### config.mk
export PLATFORM = sky130hd
export DESIGN_NAME = dual_sw_scheduler
export DESIGN_NICKNAME = d
export VERILOG_FILES = /design/src/rtl/stopwatch_pkg.sv /design/src/rtl/sw_channel_fsm.sv /design/src/rtl/dual_sw_scheduler.sv
export SDC_FILE = /design/constraint.sdc
export NUM_CORES = 1
export LEC_CHECK = 0
export CAP_MARGIN = 15
export CORE_AREA = 5 5 76 64
export DETAILED_ROUTE_END_ITERATION = 7
export DIE_AREA = 0 0 81 69
export PLACE_DENSITY_LB_ADDON = 0.08
export SLEW_MARGIN = 20
export SYNTH_ARGS = -nofsm -noshare
export SYNTH_HDL_FRONTEND = slang
export SYNTH_HIERARCHICAL = 1
export SYNTH_SLANG_ARGS = --single-unit
### constraint.sdc
create_clock -name clk -period 2.5 [get_ports clk]
set_clock_uncertainty 0.2 [all_clocks]
set_input_delay 0.375 -clock clk [delete_from_list [all_inputs] [get_ports clk]]
set_output_delay 0.375 -clock clk [all_outputs]
set_load 0.005 [all_outputs]
### src/rtl/stopwatch_pkg.sv
// -----------------------------------------------------------------------------
// stopwatch_pkg
// Shared definitions for the two-stopwatch control sequencer:
//   - sw_state_e     : per-channel run/pause/split state encoding (3 bits)
//   - LED_*_BIT      : bit positions inside a 3-bit status LED word
//   - sw_next_state  : channel transition rule (clr > trig > split priority)
//   - sw_led_word    : builds one channel's status LED word
// -----------------------------------------------------------------------------
package stopwatch_pkg;

    typedef enum logic [2:0] {
        ST_IDLE        = 3'd0,
        ST_RUN         = 3'd1,
        ST_PAUSE       = 3'd2,
        ST_RUN_SPLIT   = 3'd3,
        ST_PAUSE_SPLIT = 3'd4
    } sw_state_e;

    localparam int unsigned LED_W         = 3;
    localparam int unsigned LED_CNT_BIT   = 0;
    localparam int unsigned LED_SPLIT_BIT = 1;
    localparam int unsigned LED_SEL_BIT   = 2;

    // Next state of one channel for the pulses steered to it this cycle.
    // Lower-priority pulses are dropped when a higher one is present.
    function automatic sw_state_e sw_next_state(input sw_state_e cur,
                                                input logic      trig,
                                                input logic      split,
                                                input logic      clr);
        sw_state_e nxt;
        nxt = cur;
        if (clr) begin
            nxt = ST_IDLE;
        end else if (trig) begin
            case (cur)
                ST_IDLE:        nxt = ST_RUN;
                ST_RUN:         nxt = ST_PAUSE;
                ST_PAUSE:       nxt = ST_RUN;
                ST_RUN_SPLIT:   nxt = ST_PAUSE_SPLIT;
                ST_PAUSE_SPLIT: nxt = ST_RUN_SPLIT;
                default:        nxt = ST_IDLE;
            endcase
        end else if (split) begin
            case (cur)
                ST_RUN:         nxt = ST_RUN_SPLIT;
                ST_RUN_SPLIT:   nxt = ST_RUN;
                ST_PAUSE_SPLIT: nxt = ST_PAUSE;
                ST_IDLE:        nxt = ST_IDLE;   // split ignored
                ST_PAUSE:       nxt = ST_PAUSE;  // split ignored
                default:        nxt = ST_IDLE;
            endcase
        end else begin
            nxt = cur;
        end
        return nxt;
    endfunction

    function automatic logic sw_is_counting(input sw_state_e s);
        return (s == ST_RUN) || (s == ST_RUN_SPLIT);
    endfunction

    function automatic logic sw_is_split(input sw_state_e s);
        return (s == ST_RUN_SPLIT) || (s == ST_PAUSE_SPLIT);
    endfunction

    function automatic logic sw_is_paused(input sw_state_e s);
        return (s == ST_PAUSE) || (s == ST_PAUSE_SPLIT);
    endfunction

    // Status LEDs: [0] counting, or blink phase while paused; [1] split; [2] selected.
    function automatic logic [LED_W-1:0] sw_led_word(input sw_state_e s,
                                                     input logic      selected,
                                                     input logic      blink);
        logic [LED_W-1:0] w;
        w                = {LED_W{1'b0}};
        w[LED_CNT_BIT]   = sw_is_counting(s) | (sw_is_paused(s) & blink);
        w[LED_SPLIT_BIT] = sw_is_split(s);
        w[LED_SEL_BIT]   = selected;
        return w;
    endfunction

endpackage

### src/rtl/sw_channel_fsm.sv
// -----------------------------------------------------------------------------
// sw_channel_fsm
// One stopwatch channel: state register plus registered count/split/clear
// decode. Pulses arriving here have already been steered to this channel.
// Ports:
//   clk, reset        clock, synchronous active-low reset
//   i_trig/i_split/i_clr  steered one-cycle pulses
//   o_state_nxt       state the channel moves to at this edge (for LED register)
//   o_count_enabled   registered: RUN or RUN_SPLIT
//   o_split           registered: RUN_SPLIT or PAUSE_SPLIT
//   o_init_regs       registered: high during reset and for one cycle after clr
// -----------------------------------------------------------------------------
module sw_channel_fsm
    import stopwatch_pkg::*;
(
    input  logic      clk,
    input  logic      reset,
    input  logic      i_trig,
    input  logic      i_split,
    input  logic      i_clr,
    output sw_state_e o_state_nxt,
    output logic      o_count_enabled,
    output logic      o_split,
    output logic      o_init_regs
);

    sw_state_e r_state;
    sw_state_e w_state_nxt;

    assign w_state_nxt = sw_next_state(r_state, i_trig, i_split, i_clr);
    assign o_state_nxt = w_state_nxt;

    // Channel state and its outputs, all registered from the next-state decode.
    always_ff @(posedge clk) begin
        if (!reset) begin
            r_state         <= ST_IDLE;
            o_count_enabled <= 1'b0;
            o_split         <= 1'b0;
            o_init_regs     <= 1'b1;
        end else begin
            r_state         <= w_state_nxt;
            o_count_enabled <= sw_is_counting(w_state_nxt);
            o_split         <= sw_is_split(w_state_nxt);
            o_init_regs     <= i_clr;
        end
    end

endmodule

### src/rtl/dual_sw_scheduler.sv
// -----------------------------------------------------------------------------
// dual_sw_scheduler
// Control sequencer for the two-stopwatch display. Routes debounced trig/split/
// clr pulses to the selected stopwatch channel, keeps the selection register,
// the shared paused-indicator blink counter and the status LED registers.
// Parameters:
//   SEL_RESET   selection after reset (0 = RHS, 1 = LHS)
//   BLINK_HALF  blink half-period in clk cycles
// Configuration macro:
//   SW_TOGGLE_LOCK_EN  when defined, toggle is ignored while the selected
//                      channel holds a split reading
// Ports:
//   clk, reset                     clock, synchronous active-low reset
//   trig, split, clr, toggle       one-cycle debounced button pulses
//   sel                            current selection (0 = RHS, 1 = LHS)
//   init_regs_left/right           counter clear pulses
//   count_enabled_left/right       counter enables
//   split_left/right               display freeze lines
//   led_left/right[2:0]            [0] counting/blink, [1] split, [2] selected
// -----------------------------------------------------------------------------
module dual_sw_scheduler
    import stopwatch_pkg::*;
#(
    parameter logic        SEL_RESET  = 1'b0,
    parameter int unsigned BLINK_HALF = 50_000_000
) (
    input  logic             clk,
    input  logic             reset,
    input  logic             trig,
    input  logic             split,
    input  logic             clr,
    input  logic             toggle,
    output logic             sel,
    output logic             init_regs_left,
    output logic             init_regs_right,
    output logic             count_enabled_left,
    output logic             count_enabled_right,
    output logic             split_left,
    output logic             split_right,
    output logic [LED_W-1:0] led_left,
    output logic [LED_W-1:0] led_right
);

    localparam int unsigned          BLINK_W    = (BLINK_HALF > 1) ? $clog2(BLINK_HALF) : 1;
    localparam logic [BLINK_W-1:0]   BLINK_LAST = BLINK_W'(BLINK_HALF - 1);

    logic               r_sel;
    logic [BLINK_W-1:0] r_blink_cnt;
    logic               r_blink;
    logic [LED_W-1:0]   r_led_left;
    logic [LED_W-1:0]   r_led_right;

    logic               w_toggle_ok;
    logic               w_sel_nxt;
    logic               w_blink_wrap;
    logic               w_blink_nxt;
    sw_state_e          w_left_nxt;
    sw_state_e          w_right_nxt;

    // Events go to the selection held before this edge, even if toggle flips it now.
    sw_channel_fsm u_fsm_left (
        .clk             (clk),
        .reset           (reset),
        .i_trig          (trig  &  r_sel),
        .i_split         (split &  r_sel),
        .i_clr           (clr   &  r_sel),
        .o_state_nxt     (w_left_nxt),
        .o_count_enabled (count_enabled_left),
        .o_split         (split_left),
        .o_init_regs     (init_regs_left)
    );

    sw_channel_fsm u_fsm_right (
        .clk             (clk),
        .reset           (reset),
        .i_trig          (trig  & ~r_sel),
        .i_split         (split & ~r_sel),
        .i_clr           (clr   & ~r_sel),
        .o_state_nxt     (w_right_nxt),
        .o_count_enabled (count_enabled_right),
        .o_split         (split_right),
        .o_init_regs     (init_regs_right)
    );

`ifdef SW_TOGGLE_LOCK_EN
    // The registered split line tells whether the selected channel is frozen.
    assign w_toggle_ok = toggle & ~(r_sel ? split_left : split_right);
`else
    assign w_toggle_ok = toggle;
`endif

    assign w_sel_nxt    = r_sel ^ w_toggle_ok;
    assign w_blink_wrap = (r_blink_cnt == BLINK_LAST);
    assign w_blink_nxt  = w_blink_wrap ? ~r_blink : r_blink;

    // Selection, shared blink counter and LED words built from next-edge values.
    always_ff @(posedge clk) begin
        if (!reset) begin
            r_sel       <= SEL_RESET;
            r_blink_cnt <= {BLINK_W{1'b0}};
            r_blink     <= 1'b0;
            r_led_left  <= sw_led_word(ST_IDLE, SEL_RESET, 1'b0);
            r_led_right <= sw_led_word(ST_IDLE, ~SEL_RESET, 1'b0);
        end else begin
            r_sel       <= w_sel_nxt;
            r_blink_cnt <= w_blink_wrap ? {BLINK_W{1'b0}} : (r_blink_cnt + BLINK_W'(1));
            r_blink     <= w_blink_nxt;
            r_led_left  <= sw_led_word(w_left_nxt, w_sel_nxt, w_blink_nxt);
            r_led_right <= sw_led_word(w_right_nxt, ~w_sel_nxt, w_blink_nxt);
        end
    end

    assign sel       = r_sel;
    assign led_left  = r_led_left;
    assign led_right = r_led_right;

endmodule

# After elaboration in Yosys (flattened, before gate mapping)
# Cells that the tools add are included.
[classes]
add_sub_neg = 1
eq_ne = 17
mux = 11
n_bitwise = 15
reduce_logical = 13
[op_table]
columns = ["cell", "n"]
rows = [
  ["26-bit by 1-bit adder with 26-bit output, second input constant", 1],
  ["26-bit == test, second input constant", 1],
  ["3-bit by 2-bit == test with 1-bit output, second input constant", 8],
  ["3-bit one-hot mux with 4 select lines", 2],
  ["3-bit two-way mux", 6],
  ["3-bit by 1-bit == test with 1-bit output, second input constant", 4],
  ["3-bit == test, second input constant", 4],
  ["2-bit one-hot mux with 3 select lines", 2],
  ["2-bit OR reduction", 5],
  ["1-bit AND", 8],
  ["3-bit zero test", 2],
  ["1-bit logical OR", 6],
  ["1-bit NOT", 4],
  ["1-bit OR", 2],
  ["1-bit two-way mux", 1],
  ["1-bit XOR", 1],
]
[word_totals]
reg_bits = 46
output_inout_bits = 13
word_cells = 70

# Logic depth before layout (Yosys ltp)
[logic_depth]
ltp_word = 10
ltp_mapped = 8

# Hierarchy
# Netlist, hierarchy kept.
[by_module_without_submodules]
columns = ["module", "instances", "cells_per_inst", "area_per_inst_um2"]
rows = [
  ["dual_sw_scheduler", 1, 186, 1644.1],
  ["sw_channel_fsm", 2, 29, 289.0],
]

# Worst setup path before layout
# No wires, ideal clock.
[synth_path]
path_kind = "register -> register"
start = "reg led_left[2] (netlist name)"
end = "reg r_led_left[0] (netlist: led_left[0])"
setup_time_ns = 0.060
t_arrival_ns = 1.700
required_time_ns = 2.240
path_slack_ns = 0.540
path_stages_with_launch = 9
path_buffers = 0
cell_sequence = "dfxtp_1 and2_1 a21oi_1 and2_0 o21ai_0 inv_1 o21a_1 nor2_1 o2111a_1"
[synth_rtl]
columns = ["element", "line_no", "rtl"]
rows = [
  ["end signal: assignment", "dual_sw_scheduler.sv:102", "r_led_left <= sw_led_word(ST_IDLE, SEL_RESET, 1'b0);"],
  ["end signal: assignment", "dual_sw_scheduler.sv:108", "r_led_left <= sw_led_word(w_left_nxt, w_sel_nxt, w_blink_nxt);"],
  ["end: declaration", "dual_sw_scheduler.sv:50", "logic [LED_W-1:0] r_led_left;"],
]

# Worst setup path in the final report
[layout_path]
start = "in split"
end = "reg r_led_right[0] (netlist: led_right[0])"
[layout_via]
elab_chain_cells = 8
[layout_rtl]
columns = ["element", "line_no", "rtl"]
rows = [
  ["start: declaration", "dual_sw_scheduler.sv:30", "input logic split,"],
  ["1-bit AND (*)", "dual_sw_scheduler.sv:77", ".i_split (split & ~r_sel),"],
  ["3-bit two-way mux (*)", "stopwatch_pkg.sv:43", "end else if (split) begin"],
  ["3-bit two-way mux (*)", "stopwatch_pkg.sv:34", "end else if (trig) begin"],
  ["3-bit two-way mux (*)", "stopwatch_pkg.sv:32", "if (clr) begin"],
  ["via w_right_nxt[1]", "dual_sw_scheduler.sv:58", "sw_state_e w_right_nxt;"],
  ["3-bit by 2-bit == test with 1-bit output / 3-bit == test (equally long branches)", "stopwatch_pkg.sv:67", "return (s == ST_PAUSE) || (s == ST_PAUSE_SPLIT);"],
  ["1-bit logical OR", "stopwatch_pkg.sv:67", ""],
  ["1-bit AND", "stopwatch_pkg.sv:76", "w[LED_CNT_BIT] = sw_is_counting(s) | (sw_is_paused(s) & blink);"],
  ["1-bit OR (*)", "stopwatch_pkg.sv:76", ""],
  ["end signal: assignment", "dual_sw_scheduler.sv:103", "r_led_right <= sw_led_word(ST_IDLE, ~SEL_RESET, 1'b0);"],
  ["end signal: assignment", "dual_sw_scheduler.sv:109", "r_led_right <= sw_led_word(w_right_nxt, ~w_sel_nxt, w_blink_nxt);"],
  ["end: declaration", "dual_sw_scheduler.sv:51", "logic [LED_W-1:0] r_led_right;"],
]
# The timed path passes the listed nets; every way through them passes the cells marked *.
# A chain may end at the register's enable or synchronous reset.

==> flow_metrics.env <==
export IMPL_yosysWarnings=6
export IMPL_pin_count=19
export IMPL_wl_um=4292
export IMPL_p_leak_nw=0.9223
export IMPL_finalNetCount=274
export IMPL_finalSetupViolCount=0
export IMPL_ctsResizeCount=0
export IMPL_synth_cell_types=49
export IMPL_detail_route_wl_per_cell_um=13.25
export IMPL_crit_path_end_kind="register"
export IMPL_irDropWorstVdd_mv=0.4420
export IMPL_synth_edff_count=0
export IMPL_finalWeightedCongestion=0.7596
export IMPL_syn2layout_area_growth_pct=15.48
export IMPL_h_tree_depth=2
export IMPL_ant_nets=0
export IMPL_synth_top_area_frac=0.4054
export IMPL_placed_cells=317
export IMPL_critPathKind="in2reg"
export IMPL_seq_area_um2=900.9
export IMPL_clk_latency_ns=0.29
export IMPL_start_util=0.5492
export IMPL_cp_slowest_stage_delay_ns=0.47
export IMPL_dp_hpwl_um=3102
export IMPL_nFillCells=365
export IMPL_hold_buffers=0
export IMPL_fmax_mhz=464.8
export IMPL_coreArea_um2=4046
export IMPL_cp_depth=9
export IMPL_path_max_fanout=4
export IMPL_syn_avg_cell_area_um2=9.107
export IMPL_grt_pass1_vias=1578
export IMPL_first_pass_iters=4
export IMPL_multiInputGateArea_um2=1237
export IMPL_vias=1754
export IMPL_post_synth_main_area_contributors="dfxtp_1, nor2_1, a21oi_1"
export IMPL_drive_gt1_frac=0.1423
export IMPL_yosys_most_used_dff="dfxtp_1"
export IMPL_drt_iter0_markers=110
export IMPL_drt_vias_per_instance=5.414
export IMPL_power_mw=1.334
export IMPL_hold_ws_ns=0.2652
export IMPL_worstMarginPinSlew_ns=0.4561
export IMPL_fin_crit_ns=2.152
export IMPL_synth_async_reset_ratio=0
export IMPL_outcome="complete, no violations"
export IMPL_die_w_um=81
export IMPL_slew_headroom=0.6950
export IMPL_critical_path_top_delay_family="compound AO/OA/AOI/OAI gates"
export IMPL_critPathSlowestCell="clkdlybuf4s50_1"
export IMPL_die_area_um2=5589
export IMPL_cp_arrival_ns=2.18
export IMPL_syn_area_um2=2222
export IMPL_syn_num_nets=251
export IMPL_ys_ff_latch=45
export IMPL_start_kind="primary input"
export IMPL_rsz0062_at_grt="false"
export IMPL_cap_violations=0
export IMPL_tns_ns=0
export IMPL_rr_worst_depth=4
export IMPL_hold_path_depth=1
export IMPL_grt_ovfl_total=0
export IMPL_rows=21
export IMPL_hold_violations=0
export IMPL_pwr_density_cell_nw_per_um2=519.9
export IMPL_die_h_um=69
export IMPL_required_ns=2.53
export IMPL_worst_path_buf_inv=2
export IMPL_clk_path_buf_depth=2
export IMPL_clock_sinks=45
export IMPL_diodes=0
export IMPL_cts_root_buffer="clkbuf_8"
export IMPL_yosys_area_top_type="dfxtp_1"
export IMPL_clkTransAtPathRegs_ns=0.08
export IMPL_cts_made_buffers=5
export IMPL_fin_crit_sh=0.8606
export IMPL_layout_cells_non_filler=324
export IMPL_cts_tree="built"
export IMPL_grt_usage=0.1666
export IMPL_crit_chain="clkdlybuf4s50_1 > nor2b_1 > a21oi_1 > and2_0 > o21ai_0 > inv_1 > o21a_1 > nor2_1 > o2111a_1"
export IMPL_antenna_found_initial=0
export IMPL_portBuffers=18
export IMPL_slew_violations=0
export IMPL_drc_errors=0
export IMPL_grt_max_degree=27
export IMPL_grt_pass1_wl_um=7548
export IMPL_synth_cells=244
export IMPL_cts_setup_buffers=0
export IMPL_hp_class="reg2reg"
export IMPL_ys_seq_area_frac=0.4054
cell usage in the layout (no fill, tap or decap), drive strengths merged:
cell	synthesis	final
a211oi	2	2
a21boi	3	3
a21oi	19	19
and2	9	9
and3	4	4
and3b	1	1
and4	5	5
and4b	2	2
buf	9	8
clkbuf	1	7
clkdlybuf4s50	0	18
dfxtp	45	45
ha	1	1
inv	8	8
mux2	6	6
nand2	8	8
nand2b	2	2
nand3	12	12
nand3b	2	2
nand4	8	8
nand4b	2	2
nor2	27	27
nor2b	3	3
nor3	8	8
nor4	2	2
nor4b	1	1
o2111a	2	2
o21a	2	2
o21ai	10	10
o31ai	7	7
or2	2	2
or3	7	7
or4	7	7
or4b	2	2
or4bb	1	1
xnor2	7	7
xor2	7	7
per-layer routing:
metal	share of wire	global-route usage	vias up	wire length, um
met5	0	0	-	0
met2	0.43	0.2379	22	1849
li1	-	-	931	-
met1	0.52	0.2430	799	2242
met4	0.0049	0.03940	0	21
met3	0.042	0.05078	2	179
cell type report:
type	count	area share
multi-input cells	181	0.4822
flip-flops and latches	45	0.3510
inverters	8	0.01170
well taps	57	0.02779
clock buffers	7	0.03364
repair buffers	26	0.09361
cells in the mapped netlist (3+ instances only):
| cell | number |
|---|---|
| o21ai_0 | 9 |
| and4_1 | 4 |
| nand3_1 | 11 |
| or4_1 | 7 |
| xor2_1 | 7 |
| nor2b_1 | 3 |
| or3_1 | 7 |
| nand4_1 | 6 |
| dfxtp_1 | 45 |
| a21oi_1 | 18 |
| nand2_1 | 8 |
| inv_1 | 8 |
| nor3_1 | 8 |
| and2_1 | 5 |
| buf_2 | 7 |
| mux2_4 | 4 |
| nor2_1 | 27 |
| xnor2_1 | 7 |
| o31ai_1 | 7 |
state kept, by name (all words and copies together) (netlist names):
| register | cells |
|---|---|
| led_right | 3 |
| r_blink_cnt | 26 |
| u_fsm_right/o_count_enabled | 1 |
| u_fsm_left/o_split | 1 |
| u_fsm_right/o_init_regs | 1 |
| r_blink | 1 |
| u_fsm_left/r_state | 3 |
| u_fsm_left/o_count_enabled | 1 |
| u_fsm_right/r_state | 3 |
| led_left | 3 |
| u_fsm_left/o_init_regs | 1 |
| u_fsm_right/o_split | 1 |
metrics by stage:
stage	setup slack, ns	area, um^2	util
after floorplan	0.5399	2222	-
after global placement	0.1366	2480	0.6129
after detailed placement	0.07858	2480	0.6129
after CTS	0.3641	2566	0.6342
after global routing	0.1753	2566	0.6342
final	0.3484	2566	0.6342
final timing paths:
check	startpoint	slack [ns]	endpoint
worst max register to register	r_blink_cnt[4]	0.37	r_blink_cnt[25]
worst min register to register	r_blink_cnt[0]	0.27	r_blink_cnt[0]
worst max-delay path	split	0.35	led_right[0]
worst min-delay path	r_blink_cnt[0]	0.27	r_blink_cnt[0]
cell families after synthesis:
kind of cell / Yosys count / synth area share
simple gates: 115 / 0.3215
compound gates: 45 / 0.1374
flops: 45 / 0.4054
buf+inv: 18 / 0.03772
xor+xnor: 14 / 0.05518
mux: 6 / 0.03716
fa+ha+maj: 1 / 0.005630
power by group:
group | total (mW) | internal [mW] | switching, mW
Sequential | 0.750 | 0.734 | 0.0157
Clock | 0.442 | 0.219 | 0.223
Combinational | 0.142 | 0.0763 | 0.0656
Total | 1.33 | 1.03 | 0.304
(Power assumes the default switching activity.)
